<file path="src/rtl/uart_pkg.sv">
// ---------------------------------------------------------------------------
// uart_pkg
// Shared definitions for the UART receiver and transmitter: the frame state
// encoding and the oversampling / frame-length constants.
// No ports (package).
// ---------------------------------------------------------------------------
package uart_pkg;

  typedef enum logic [1:0] {
    IDLE,
    START,
    DATA,
    STOP
  } uart_state_t;

  localparam int OVERSAMPLE   = 16;
  localparam int START_SAMPLE = 8;
  localparam int DATA_BITS    = 8;

  // Tick-count values at which the FSM acts: the last tick of a full bit
  // period, the mid-point of the start bit, and the index of the final data bit.
  localparam logic [3:0] TICK_LAST       = 4'(OVERSAMPLE - 1);
  localparam logic [3:0] START_TICK_LAST = 4'(START_SAMPLE - 1);
  localparam logic [2:0] BIT_LAST        = 3'(DATA_BITS - 1);

endpackage

</file>
<file path="src/rtl/uart_baud_tick.sv">
// ---------------------------------------------------------------------------
// uart_baud_tick
// Oversample tick prescaler. Counts 0..BAUD_DIV-1 and raises tick for one
// clock while the count equals BAUD_DIV-1. A synchronous clear restarts the
// count so the first tick after clr lands BAUD_DIV clocks later.
// Ports:
//   clk   in   system clock
//   rst   in   synchronous active-high reset
//   clr   in   synchronous restart of the prescaler
//   tick  out  one-cycle oversample tick
// ---------------------------------------------------------------------------
module uart_baud_tick #(
  parameter int BAUD_DIV = 54
) (
  input  logic clk,
  input  logic rst,
  input  logic clr,
  output logic tick
);

  localparam logic [15:0] DIV_LAST = 16'(BAUD_DIV - 1);

  logic [15:0] count;

  // The tick is decoded straight from the count so it lines up with the
  // clock on which the count wraps back to zero.
  always_comb begin
    tick = (count == DIV_LAST);
  end

  // Free-running prescaler; reset and clr both restart it from zero, and it
  // wraps on the tick so the period is exactly BAUD_DIV clocks.
  always_ff @(posedge clk) begin
    if (rst || clr) begin
      count <= '0;
    end else if (tick) begin
      count <= '0;
    end else begin
      count <= count + 16'd1;
    end
  end

endmodule

</file>
<file path="src/rtl/uart_rx.sv">
// ---------------------------------------------------------------------------
// uart_rx
// 8N1 UART receiver, LSB first, 16x oversampling with mid-bit sampling.
// Received bytes are presented on a valid/ready holding register; framing
// and overrun errors are reported as one-cycle pulses.
// Ports:
//   clk         in   system clock
//   rst         in   synchronous active-high reset
//   rx          in   asynchronous serial input, idle high
//   data        out  received byte, stable while data_valid=1
//   data_valid  out  byte available, held until accepted
//   data_ready  in   consumer accepts when data_valid & data_ready
//   frame_err   out  one-cycle pulse: stop bit sampled 0
//   overrun     out  one-cycle pulse: new byte dropped, register full
// ---------------------------------------------------------------------------
import uart_pkg::*;

module uart_rx #(
  parameter int BAUD_DIV = 54
) (
  input  logic       clk,
  input  logic       rst,
  input  logic       rx,
  output logic [7:0] data,
  output logic       data_valid,
  input  logic       data_ready,
  output logic       frame_err,
  output logic       overrun
);

  uart_state_t state;
  uart_state_t state_next;

  logic       rx_meta;
  logic       rx_s;
  logic       rx_q;
  logic       tick;
  logic       clr_presc;
  logic       clr_ticks;
  logic       load_bit;
  logic       stop_sample;
  logic [3:0] tick_cnt;
  logic [2:0] bit_idx;
  logic [7:0] shift;
  logic       frame_done;
  logic       stop_bit;
  logic       deliver;

  uart_baud_tick #(
    .BAUD_DIV(BAUD_DIV)
  ) u_baud_tick (
    .clk (clk),
    .rst (rst),
    .clr (clr_presc),
    .tick(tick)
  );

  // State register. Reset always lands in IDLE, abandoning any partial frame.
  always_ff @(posedge clk) begin
    if (rst) begin
      state <= IDLE;
    end else begin
      state <= state_next;
    end
  end

  // Next-state and control decode. Only a genuine high-to-low transition
  // starts a frame, so a line stuck low (break) is ignored. The start bit is
  // re-checked at its midpoint to reject glitches; every later bit is taken
  // one full bit period (16 ticks) after the previous sample. After the stop
  // sample the FSM goes straight back to IDLE so the next start edge can be
  // caught during the remainder of the stop bit.
  always_comb begin
    state_next  = state;
    clr_presc   = 1'b0;
    clr_ticks   = 1'b0;
    load_bit    = 1'b0;
    stop_sample = 1'b0;
    case (state)
      IDLE: begin
        if (rx_q && !rx_s) begin
          clr_presc  = 1'b1;
          clr_ticks  = 1'b1;
          state_next = START;
        end
      end
      START: begin
        if (tick && (tick_cnt == START_TICK_LAST)) begin
          if (!rx_s) begin
            clr_ticks  = 1'b1;
            state_next = DATA;
          end else begin
            state_next = IDLE;
          end
        end
      end
      DATA: begin
        if (tick && (tick_cnt == TICK_LAST)) begin
          load_bit = 1'b1;
          if (bit_idx == BIT_LAST) begin
            state_next = STOP;
          end
        end
      end
      STOP: begin
        if (tick && (tick_cnt == TICK_LAST)) begin
          stop_sample = 1'b1;
          state_next  = IDLE;
        end
      end
      default: begin
        state_next = IDLE;
      end
    endcase
  end

  // Input synchronizer, edge-detect history, tick/bit counters and the
  // shift register. The stop sample is captured into frame_done/stop_bit so
  // the holding-register update happens on the following clock. The 4-bit
  // tick counter wraps naturally at 16, which keeps the data and stop
  // samples one bit period apart without an explicit clear.
  always_ff @(posedge clk) begin
    if (rst) begin
      rx_meta    <= 1'b1;
      rx_s       <= 1'b1;
      rx_q       <= 1'b1;
      tick_cnt   <= '0;
      bit_idx    <= '0;
      shift      <= '0;
      frame_done <= 1'b0;
      stop_bit   <= 1'b0;
    end else begin
      rx_meta <= rx;
      rx_s    <= rx_meta;
      rx_q    <= rx_s;
      if (clr_ticks) begin
        tick_cnt <= '0;
      end else if (tick) begin
        tick_cnt <= tick_cnt + 4'd1;
      end
      if (clr_ticks) begin
        bit_idx <= '0;
      end else if (load_bit) begin
        bit_idx <= bit_idx + 3'd1;
      end
      if (load_bit) begin
        shift[bit_idx] <= rx_s;
      end
      frame_done <= stop_sample;
      if (stop_sample) begin
        stop_bit <= rx_s;
      end
    end
  end

  always_comb begin
    deliver = frame_done && stop_bit;
  end

  // Holding register and error pulses. A delivery into a full register is
  // still accepted when the consumer takes the old byte in that same cycle;
  // otherwise the new byte is dropped and overrun pulses. A bad stop bit
  // discards the byte without touching data_valid. Both error pulses come
  // from the single frame_done event, so they can never coincide.
  always_ff @(posedge clk) begin
    if (rst) begin
      data       <= '0;
      data_valid <= 1'b0;
      frame_err  <= 1'b0;
      overrun    <= 1'b0;
    end else begin
      frame_err <= frame_done && !stop_bit;
      overrun   <= 1'b0;
      if (deliver && (!data_valid || data_ready)) begin
        data       <= shift;
        data_valid <= 1'b1;
      end else if (deliver) begin
        overrun <= 1'b1;
      end else if (data_valid && data_ready) begin
        data_valid <= 1'b0;
      end
    end
  end

endmodule

</file>
<file path="config.mk">
export PLATFORM = sky130hd
export DESIGN_NAME = uart_rx
export DESIGN_NICKNAME = d
export VERILOG_FILES = /design/src/rtl/uart_pkg.sv /design/src/rtl/uart_baud_tick.sv /design/src/rtl/uart_rx.sv
export SDC_FILE = /design/constraint.sdc
export NUM_CORES = 1
export LEC_CHECK = 0
export BUFFER_PORTS_ARGS = -buffer_cell sky130_fd_sc_hd__buf_2
export CORE_MARGIN = 3
export CORE_UTILIZATION = 53
export DETAILED_ROUTE_END_ITERATION = 8
export PLACE_DENSITY = 0.74
export SYNTH_ARGS = -nofsm -noshare
export SYNTH_HDL_FRONTEND = slang
export SYNTH_SLANG_ARGS = --single-unit
</file>
<file path="constraint.sdc">
create_clock -name clk -period 2.06 [get_ports clk]
set_clock_uncertainty 0.1 [all_clocks]
set_input_delay 0.618 -clock clk [delete_from_list [all_inputs] [get_ports clk]]
set_output_delay 0.618 -clock clk [all_outputs]
set_load 0.005 [all_outputs]
</file>
==> impl_metrics.yaml, run 1 <==
final_layout:
  final_common_cell: "dfxtp_1"
  seq_area_sq_um: 985
  antenna_cells: 0
  syn2layout_area_growth_pct: 22.9
  final_util_pct: 69.8
  drive_gt1_share_pct: 26.9
  nets: 272
  nFillCells: 290
  multi_input_area_sq_um: 1160
  finalNonFillerCells: 312
  final_cell_mix: "dfxtp_1, nor2_1, nand2_1"
timing:
  fmax_ghz: 0.463
  worst_slack_ps: -100
  fin_crit_sh_pct: 105
  finalSetupViolCount: 12
  holdWs_ps: 326
  rsz0062_at_grt: "true"
  period_minus_slack_ps: 2160
  finalMaxSlewViolations: 0
  slew_headroom_pct: 70.8
  tightest_slew_ps: 437
  report.final.hold_viol_count: 0
grt:
  antenna_found_initial: 0
  grt_pass1_vias: 1554
  grt-ovfl-total: 0
  grt_pass1_wl_um: 6970
  grt_util_all_layers_pct: 17.8
  grt_max_degree: 17
synth:
  synth_cell_types: 43
  syn_avg_cell_area_sq_um: 9.61
  synth_edf_count: 0
  yosysWarnings: 0
  synth.yosys.seq_area_share_pct: 45.8
  netlist_instances: 223
  ys_ff_latch: 49
  synth-main-ff-cell: "dfxtp_1"
  syn_nets: 232
  async_flop_share_pct: 0
  synth.area.top_cells: "dfxtp_1, mux2i_1, nor2_1"
  yosysTopAreaCell: "dfxtp_1"
  yosys.area.top_type_share_pct: 45.8
  syn_area_sq_um: 2140
routing:
  antenna_left: 0
  drc: 0
  dr.pass1.iters: 4
  via_count: 1628
  routed_wl_um: 4070
  vias_per_cell: 5.22
  routedWlPerCell_um: 13.1
  first_iter_violations: 84
cts:
  clockBufferDepth: 2
  clock_latency_ps: 300
  clk_pin_slew_ps: 90
  root_buffer: "clkbuf_8"
  cts_tree: "built"
  postCtsHoldBufs: 0
  cts_max_level: 2
  cts_buffers: 5
  cts_num_sinks: 49
hold_path:
  hold_path_class: "reg2reg"
  holdPathStages: 1
  worstHoldEndpoint: "rx_s$_SDFF_PP1_"
  hold_start: "rx_meta$_SDFF_PP1_"
job:
  cap_violations: 0
setup_path:
  crit_path_start_kind: "flop"
  worstSetupPathType: "reg2reg"
  crit_fanout: 5
  r2r-start: "u_baud_tick.count[10]$_SDFF_PP0_"
  r2r_slack_ps: -100
  required_ps: 2140
  worstRegToRegCells: 5
  r2r-end: "shift[6]$_SDFFE_PP0P_"
  cp-end-kind: "flop"
  cp.arrival_ps: 2240
place:
  place.gp.congestion: 0.799
  dpl.hpwl_um: 2790
  numPortBuffers: 14
  dp_cells: 299
floorplanning:
  coreArea_sq_um: 3770
  die_h_um: 69.6
  rows: 22
  die_w_um: 69.6
  start_util_pct: 56.8
  dieArea_sq_um: 4840
  ios: 15
outcome:
  status: "finished with violations"
  failed_checks: "setup timing"
pwr:
  power.density_nw_per_um2: 674
  p_leak_nw: 1.10
  peakVddDrop_uv: 486
==> cell families after synthesis <==
kind of cell	count (synthesis)	share of synthesized area, %
fa+ha+maj	5	2.92
compound gates	11	3.33
mux	19	8.88
flops	49	45.8
buf+inv	10	2.16
simple gates	112	30.0
xor+xnor	17	6.95
==> worst max path at each step <==
stage	from	depth (start not counted)	to
2_1_floorplan	u_baud_tick.count[10]$_SDFF_PP0_	5	stop_bit$_SDFFE_PP0P_
3_3_place_gp	u_baud_tick.count[10]$_SDFF_PP0_	5	shift[6]$_SDFFE_PP0P_
3_5_place_dp	u_baud_tick.count[10]$_SDFF_PP0_	5	shift[6]$_SDFFE_PP0P_
4_1_cts	u_baud_tick.count[10]$_SDFF_PP0_	5	shift[6]$_SDFFE_PP0P_
5_1_grt	u_baud_tick.count[10]$_SDFF_PP0_	6	shift[3]$_SDFFE_PP0P_
6_report	u_baud_tick.count[10]$_SDFF_PP0_	5	shift[6]$_SDFFE_PP0P_
==> registers in the layout (all words and copies together), names as in the netlist, named ones only <==
register,cells
data_valid,1
tick_cnt,4
u_baud_tick.count,16
frame_err,1
state,1
rx_q,1
overrun,1
stop_bit,1
bit_idx,3
rx_s,1
frame_done,1
data,8
shift,8
rx_meta,1
==> Yosys cell counts (all sizes together), types with 2 or more instances <==
| cell type | instances |
|---|---|
| nor2b | 3 |
| and4 | 2 |
| or2 | 2 |
| dfxtp | 49 |
| nand4 | 6 |
| clkbuf | 2 |
| nand2 | 28 |
| and3 | 2 |
| nor4 | 4 |
| inv | 5 |
| buf | 3 |
| nor2 | 35 |
| nand3 | 12 |
| mux2i | 19 |
| xor2 | 13 |
| a31oi | 2 |
| ha | 5 |
| or4 | 3 |
| a21oi | 4 |
| nor3 | 3 |
| and2 | 3 |
| xnor2 | 4 |
| nor3b | 2 |
==> stage by stage <==
step	setup TNS, ps	setup WS (ps)	cell area [sq um]	total power, mW
after global placement	-906	-126	2400	1.07
after detailed placement	-1260	-173	2400	1.07
after CTS	-997	-110	2570	1.77
final	-749	-100	2630	1.77
after floorplan	-436	-97.3	2140	1.04
after global routing	-3760	-182	2630	1.84
==> where the power goes <==
part,internal [mW],switching [mW],total [mW]
registers,0.956,0.00844,0.964
clock network,0.396,0.301,0.697
logic,0.0536,0.0595,0.113
==> final cells by class <==
type / instances / area share (%)
clock inverters: 1 / 1.14
flip-flops and latches: 49 / 37.4
repair buffers: 38 / 10.9
multi-input cells: 164 / 44.2
well taps: 48 / 2.28
inverters: 5 / 0.713
clock buffers: 7 / 3.28
==> worst max-delay path: stages (launching register included) <==
cell	delay, ps
dfxtp_1	310
or4_1	500
or4_4	500
nor4b_4	350
nand3_1	140
mux2i_1	140
==> timing repair <==
item / CTS / global route
pin swaps: 12 / 9
setup buffers: 3 / 1
setup endpoints to repair: 18 / 34
cloned: 0 / 1
gates resized for setup: 9 / 9
endpoints found under the hold margin: 0 / 0
==> layer usage <==
layer | up-vias | track usage [%] | part of all wire [%]
met4 | 0 | 6.29 | 1.6
met2 | 28 | 29.7 | 48
met1 | 743 | 22.2 | 47
met3 | 8 | 4.64 | 3.4
li1 | 849 | - | -
met5 | - | 0 | 0
No activity file was read; power rests on OpenSTA's default activity.
==> run 2: changes to the inputs <==
--- a/config.mk
+++ b/config.mk
@@ -9,6 +9,7 @@
 export CORE_MARGIN = 3
 export CORE_UTILIZATION = 53
 export DETAILED_ROUTE_END_ITERATION = 8
+export MAX_ROUTING_LAYER = met4
 export PLACE_DENSITY = 0.74
 export SYNTH_ARGS = -nofsm -noshare
 export SYNTH_HDL_FRONTEND = slang
==> run 2 against run 1 <==
Against the previous run: the flow still finishes with violations (setup timing); sequential power about the same; die area unchanged; critical path depth stayed put; register-to-register slack about the same; routed wire length down 0.34%; first-iteration DRC count rose by 8.3%; combinational power is essentially flat; clock power decreased by 0.6%; design area stayed put; critical endpoint unchanged; largest cell class unchanged.
==> impl_metrics.yaml, run 2 (synthesized netlist as in run 1, its figures left out) <==
grt:
  grt-ovfl-total: 0
  use_met1_pct: 22.2
  grt_util_all_layers_pct: 18.3
  grtUsageMet3_pct: 4.64
  grt_pass1_wl_um: 6970
  top_usage_layer: "met2"
  antenna_found_initial: 0
  met2_usage_pct: 29.7
  grt_pass1_vias: 1557
  grt_max_degree: 17
floorplanning:
  die_h_um: 69.6
  start_util_pct: 56.8
  dieArea_sq_um: 4840
  ios: 15
  coreArea_sq_um: 3770
  die_w_um: 69.6
  rows: 22
pwr:
  power_mw: 1.77
  power.density_nw_per_um2: 673
  peakVddDrop_uv: 484
  p_leak_nw: 1.10
final_layout:
  nets: 272
  largestRegisters: "u_baud_tick.count (16), data (8), shift (8)"
  drive_gt1_share_pct: 26.9
  syn2layout_area_growth_pct: 22.9
  largest_reg_flops: 16
  max_flop_register: "u_baud_tick.count"
  final_cell_mix: "dfxtp_1, nor2_1, nand2_1"
  antenna_cells: 0
  final_common_cell: "dfxtp_1"
setup_path:
  required_ps: 2140
  cpMaxStageDelayCell: "or4_1"
  critPathMaxStageDelay_ps: 500
  critical-path-top-delay-family: "simple AND/OR/NAND/NOR gates"
  cp-end-kind: "flop"
  cp.arrival_ps: 2240
  path_buf_inv: 0
  worstSetupPathType: "reg2reg"
  crit_fanout: 5
  crit_path_start_kind: "flop"
  path_cells: "or4_1, or4_4, nor4b_4, nand3_1, mux2i_1"
cts:
  cts_num_sinks: 49
  clockBufferDepth: 2
  root_buffer: "clkbuf_8"
  postCtsHoldBufs: 0
  clk_pin_slew_ps: 90
  cts_tree: "built"
  cts_max_level: 2
  clock_latency_ps: 300
  cts_buffers: 5
place:
  dp_worst_setup_slack_ps: -173
  dpl.hpwl_um: 2790
  numPortBuffers: 14
  place.gp.congestion: 0.811
timing:
  fin_crit_sh_pct: 105
  slew_headroom_pct: 72.3
  rsz0062_at_grt: "true"
  finalMaxSlewViolations: 0
  worst_slack_ps: -97.5
  finalSetupViolCount: 12
  period_minus_slack_ps: 2160
  report.final.hold_viol_count: 0
  tightest_slew_ps: 414
  tns_ps: -744
  fmax_ghz: 0.464
routing:
  routed_wl_um: 4060
  routedWlPerCell_um: 13.0
  dr.pass1.iters: 4
  antenna_left: 0
  via_count: 1622
  vias_per_cell: 5.20
  first_iter_violations: 91
  drc: 0
job:
  cap_violations: 0
hold_path:
  hold_path_class: "reg2reg"
outcome:
  failed_checks: "setup timing"
  status: "finished with violations"
## run 2: cell counts in the layout (fill, tap and decap cells not counted)
No cell type changed its count.
## run 2: final cells by class
cell class | count | area (sq um)
Tap cell | 48 | 60.1
Clock inverter | 1 | 30.0
Fill cell | 290 | 1140
Clock buffer | 7 | 86.3
Timing Repair Buffer | 38 | 288
Multi-Input combinational cell | 164 | 1160
Sequential cell | 49 | 985
Inverter | 5 | 18.8
## run 2: what timing repair did
item                                    4_1_cts  5_1_grt
gates resized for setup                       9        9
setup buffers                                 3        1
pin swaps                                    12        9
endpoints found under the setup margin       18       34
cloned                                        0        1
## run 2: per-stage QoR
step / util (%) / hold WS (ps) / cells / instance area (sq um)
final: 69.8 / 326 / 312 / 2630
after floorplan: - / 289 / 223 / 2140
after CTS: 68.0 / 336 / 310 / 2570
after detailed placement: 63.7 / 311 / 299 / 2400
after global routing: 69.8 / 356 / 312 / 2630
after global placement: 63.7 / 306 / 299 / 2400
## run 2: power by group
part           total (mW)  leakage (nW)  switching, mW  internal, mW
Combinational       0.113         0.647         0.0596        0.0536
Sequential          0.964         0.397        0.00845         0.956
Clock               0.693        0.0585          0.297         0.396
Total                1.77          1.10          0.366          1.41
## run 2: worst paths after layout
check        slack (ps)  cells past startpoint               endpoint                        startpoint
max reg2reg        -100                      5  shift[6]$_SDFFE_PP0P_  u_baud_tick.count[10]$_SDFF_PP0_
max                -100                      5  shift[6]$_SDFFE_PP0P_  u_baud_tick.count[10]$_SDFF_PP0_
min reg2reg         330                      1        rx_s$_SDFF_PP1_                rx_meta$_SDFF_PP1_
min                 330                      1        rx_s$_SDFF_PP1_                rx_meta$_SDFF_PP1_
## run 2: per-layer routing
metal	vias to the layer above	wire length [um]
li1	849	-
met1	739	1890
met2	26	1960
met3	8	140
met4	0	71
met5	-	0
==> run 3: changes to the inputs <==
--- a/config.mk
+++ b/config.mk
@@ -10,7 +10,7 @@
 export CORE_UTILIZATION = 53
 export DETAILED_ROUTE_END_ITERATION = 8
 export MAX_ROUTING_LAYER = met4
-export PLACE_DENSITY = 0.74
+export PLACE_DENSITY = 0.84
 export SYNTH_ARGS = -nofsm -noshare
 export SYNTH_HDL_FRONTEND = slang
 export SYNTH_SLANG_ARGS = --single-unit
==> run 3 against run 2 <==
Against the previous run: the flow still finishes with violations (setup timing); non-clock buffer count is 4 lower; routed wire length decreased by 3.2%; sequential share of layout area increased by 1.4 points; worst setup slack got worse by 9.1 ps; first-iteration DRC count shrank 3.3%; design area down 3.8%; fmax shrank 0.42%; register-to-register slack is essentially flat; core utilization down 2.6 points; critical path type unchanged.
==> impl_metrics.yaml, run 3 (synthesized netlist as in run 1, its figures left out) <==
floorplanning:
  rows: 22
  coreArea_sq_um: 3770
  start_util_pct: 56.8
  ios: 15
  dieArea_sq_um: 4840
  die_w_um: 69.6
  die_h_um: 69.6
final_layout:
  fin_area_sq_um: 2530
  max_flop_register: "u_baud_tick.count"
  final_util_pct: 67.2
  drive_gt1_share_pct: 23.6
  antenna_cells: 0
  nets: 268
  final_common_cell: "dfxtp_1"
  final_cell_mix: "dfxtp_1, nor2_1, nand2_1"
  largest_reg_flops: 16
  nFillCells: 271
  seq_area_sq_um: 983
  largestRegisters: "u_baud_tick.count (16), data (8), shift (8)"
  finalNonFillerCells: 307
  syn2layout_area_growth_pct: 18.3
  multi_input_area_sq_um: 1150
routing:
  vias_per_cell: 5.23
  antenna_left: 0
  dr.pass1.iters: 6
  routedWlPerCell_um: 12.8
  routed_wl_um: 3930
  via_count: 1606
  first_iter_violations: 88
  drc: 0
timing:
  slew_headroom_pct: 71.3
  finalSetupViolCount: 12
  worst_slack_ps: -107
  tightest_slew_ps: 429
  finalMaxSlewViolations: 0
  period_minus_slack_ps: 2170
  fmax_ghz: 0.462
  holdWs_ps: 326
  fin_crit_sh_pct: 105
  rsz0062_at_grt: "true"
  report.final.hold_viol_count: 0
pwr:
  peakVddDrop_uv: 501
  p_leak_nw: 1.06
  power.density_nw_per_um2: 637
cts:
  root_buffer: "clkbuf_8"
  cts_tree: "built"
  cts_num_sinks: 49
  clock_latency_ps: 300
  clk_pin_slew_ps: 80
  clockBufferDepth: 2
  cts_buffers: 5
  cts_max_level: 2
  postCtsHoldBufs: 0
setup_path:
  required_ps: 2150
  crit_fanout: 5
  cp-end-kind: "flop"
  crit_path_start_kind: "flop"
  worstSetupPathType: "reg2reg"
  cp.arrival_ps: 2250
place:
  dp_cells: 299
  place.gp.congestion: 0.839
  numPortBuffers: 14
  dpl.hpwl_um: 2750
  dpl_cell_area_sq_um: 2400
outcome:
  status: "finished with violations"
  failed_checks: "setup timing"
grt:
  antenna_found_initial: 0
  grt-ovfl-total: 0
  grt_max_degree: 20
  grt_pass1_vias: 1516
  grt_pass1_wl_um: 6800
  grt_util_all_layers_pct: 18.2
hold_path:
  hold_path_class: "reg2reg"
job:
  cap_violations: 0
## run 3: cell count changes in the layout (fill, tap and decap cells not counted), sizes merged
cell    before  now
clkbuf       8    7
buf         37   34
bufinv       1    0
## run 3: path summary, 6_finish.rpt
path	start	to	slack (ps)	cells past startpoint
setup / recovery	u_baud_tick.count[10]$_SDFF_PP0_	shift[6]$_SDFFE_PP0P_	-110	5
hold / removal	rx_meta$_SDFF_PP1_	rx_s$_SDFF_PP1_	330	1
setup reg to reg	u_baud_tick.count[10]$_SDFF_PP0_	shift[6]$_SDFFE_PP0P_	-110	5
hold reg to reg	rx_meta$_SDFF_PP1_	rx_s$_SDFF_PP1_	330	1
## run 3: final cells by class
type                            instances  share of cell area [%]
Clock buffer                            7                    3.41
Sequential cell                        49                    38.8
Multi-Input combinational cell        164                    45.5
Tap cell                               48                    2.37
Inverter                                5                   0.741
Timing Repair Buffer                   34                    9.19
## run 3: through the flow
stage          power [mW]  setup TNS (ps)  setup slack [ps]
2_1_floorplan        1.04            -436             -97.3
3_3_place_gp         1.07            -808              -130
3_5_place_dp         1.07           -1620              -184
4_1_cts              1.63            -912              -143
5_1_grt              1.68           -2500              -233
6_report             1.61            -671              -107
## run 3: power by group
group	leakage (nW)	switching, mW	internal [mW]	total (mW)
combinational	0.614	0.0528	0.0409	0.0936
clock	0.0443	0.291	0.266	0.557
sequential	0.397	0.00703	0.955	0.962
total	1.06	0.351	1.26	1.61
## run 3: metal layers
metal,track usage (%),vias to the layer above,wire (um)
li1,-,840,-
met1,21.6,738,1820
met2,28.8,21,1890
met3,6.23,7,142
met4,6.51,0,78
met5,-,-,0
## run 3: worst max-delay path, cell delays in order (launching register included)
cell	delay, ps
dfxtp_2	320
or4_1	510
or4_4	500
nor4b_4	350
nand3_1	130
mux2i_1	140
## run 3: timing repair
action                     in CTS  in global routing
setup endpoints to repair      19                 35
pin swaps                      12                  9
resized for setup               4                  5
setup buffers                   0                  2
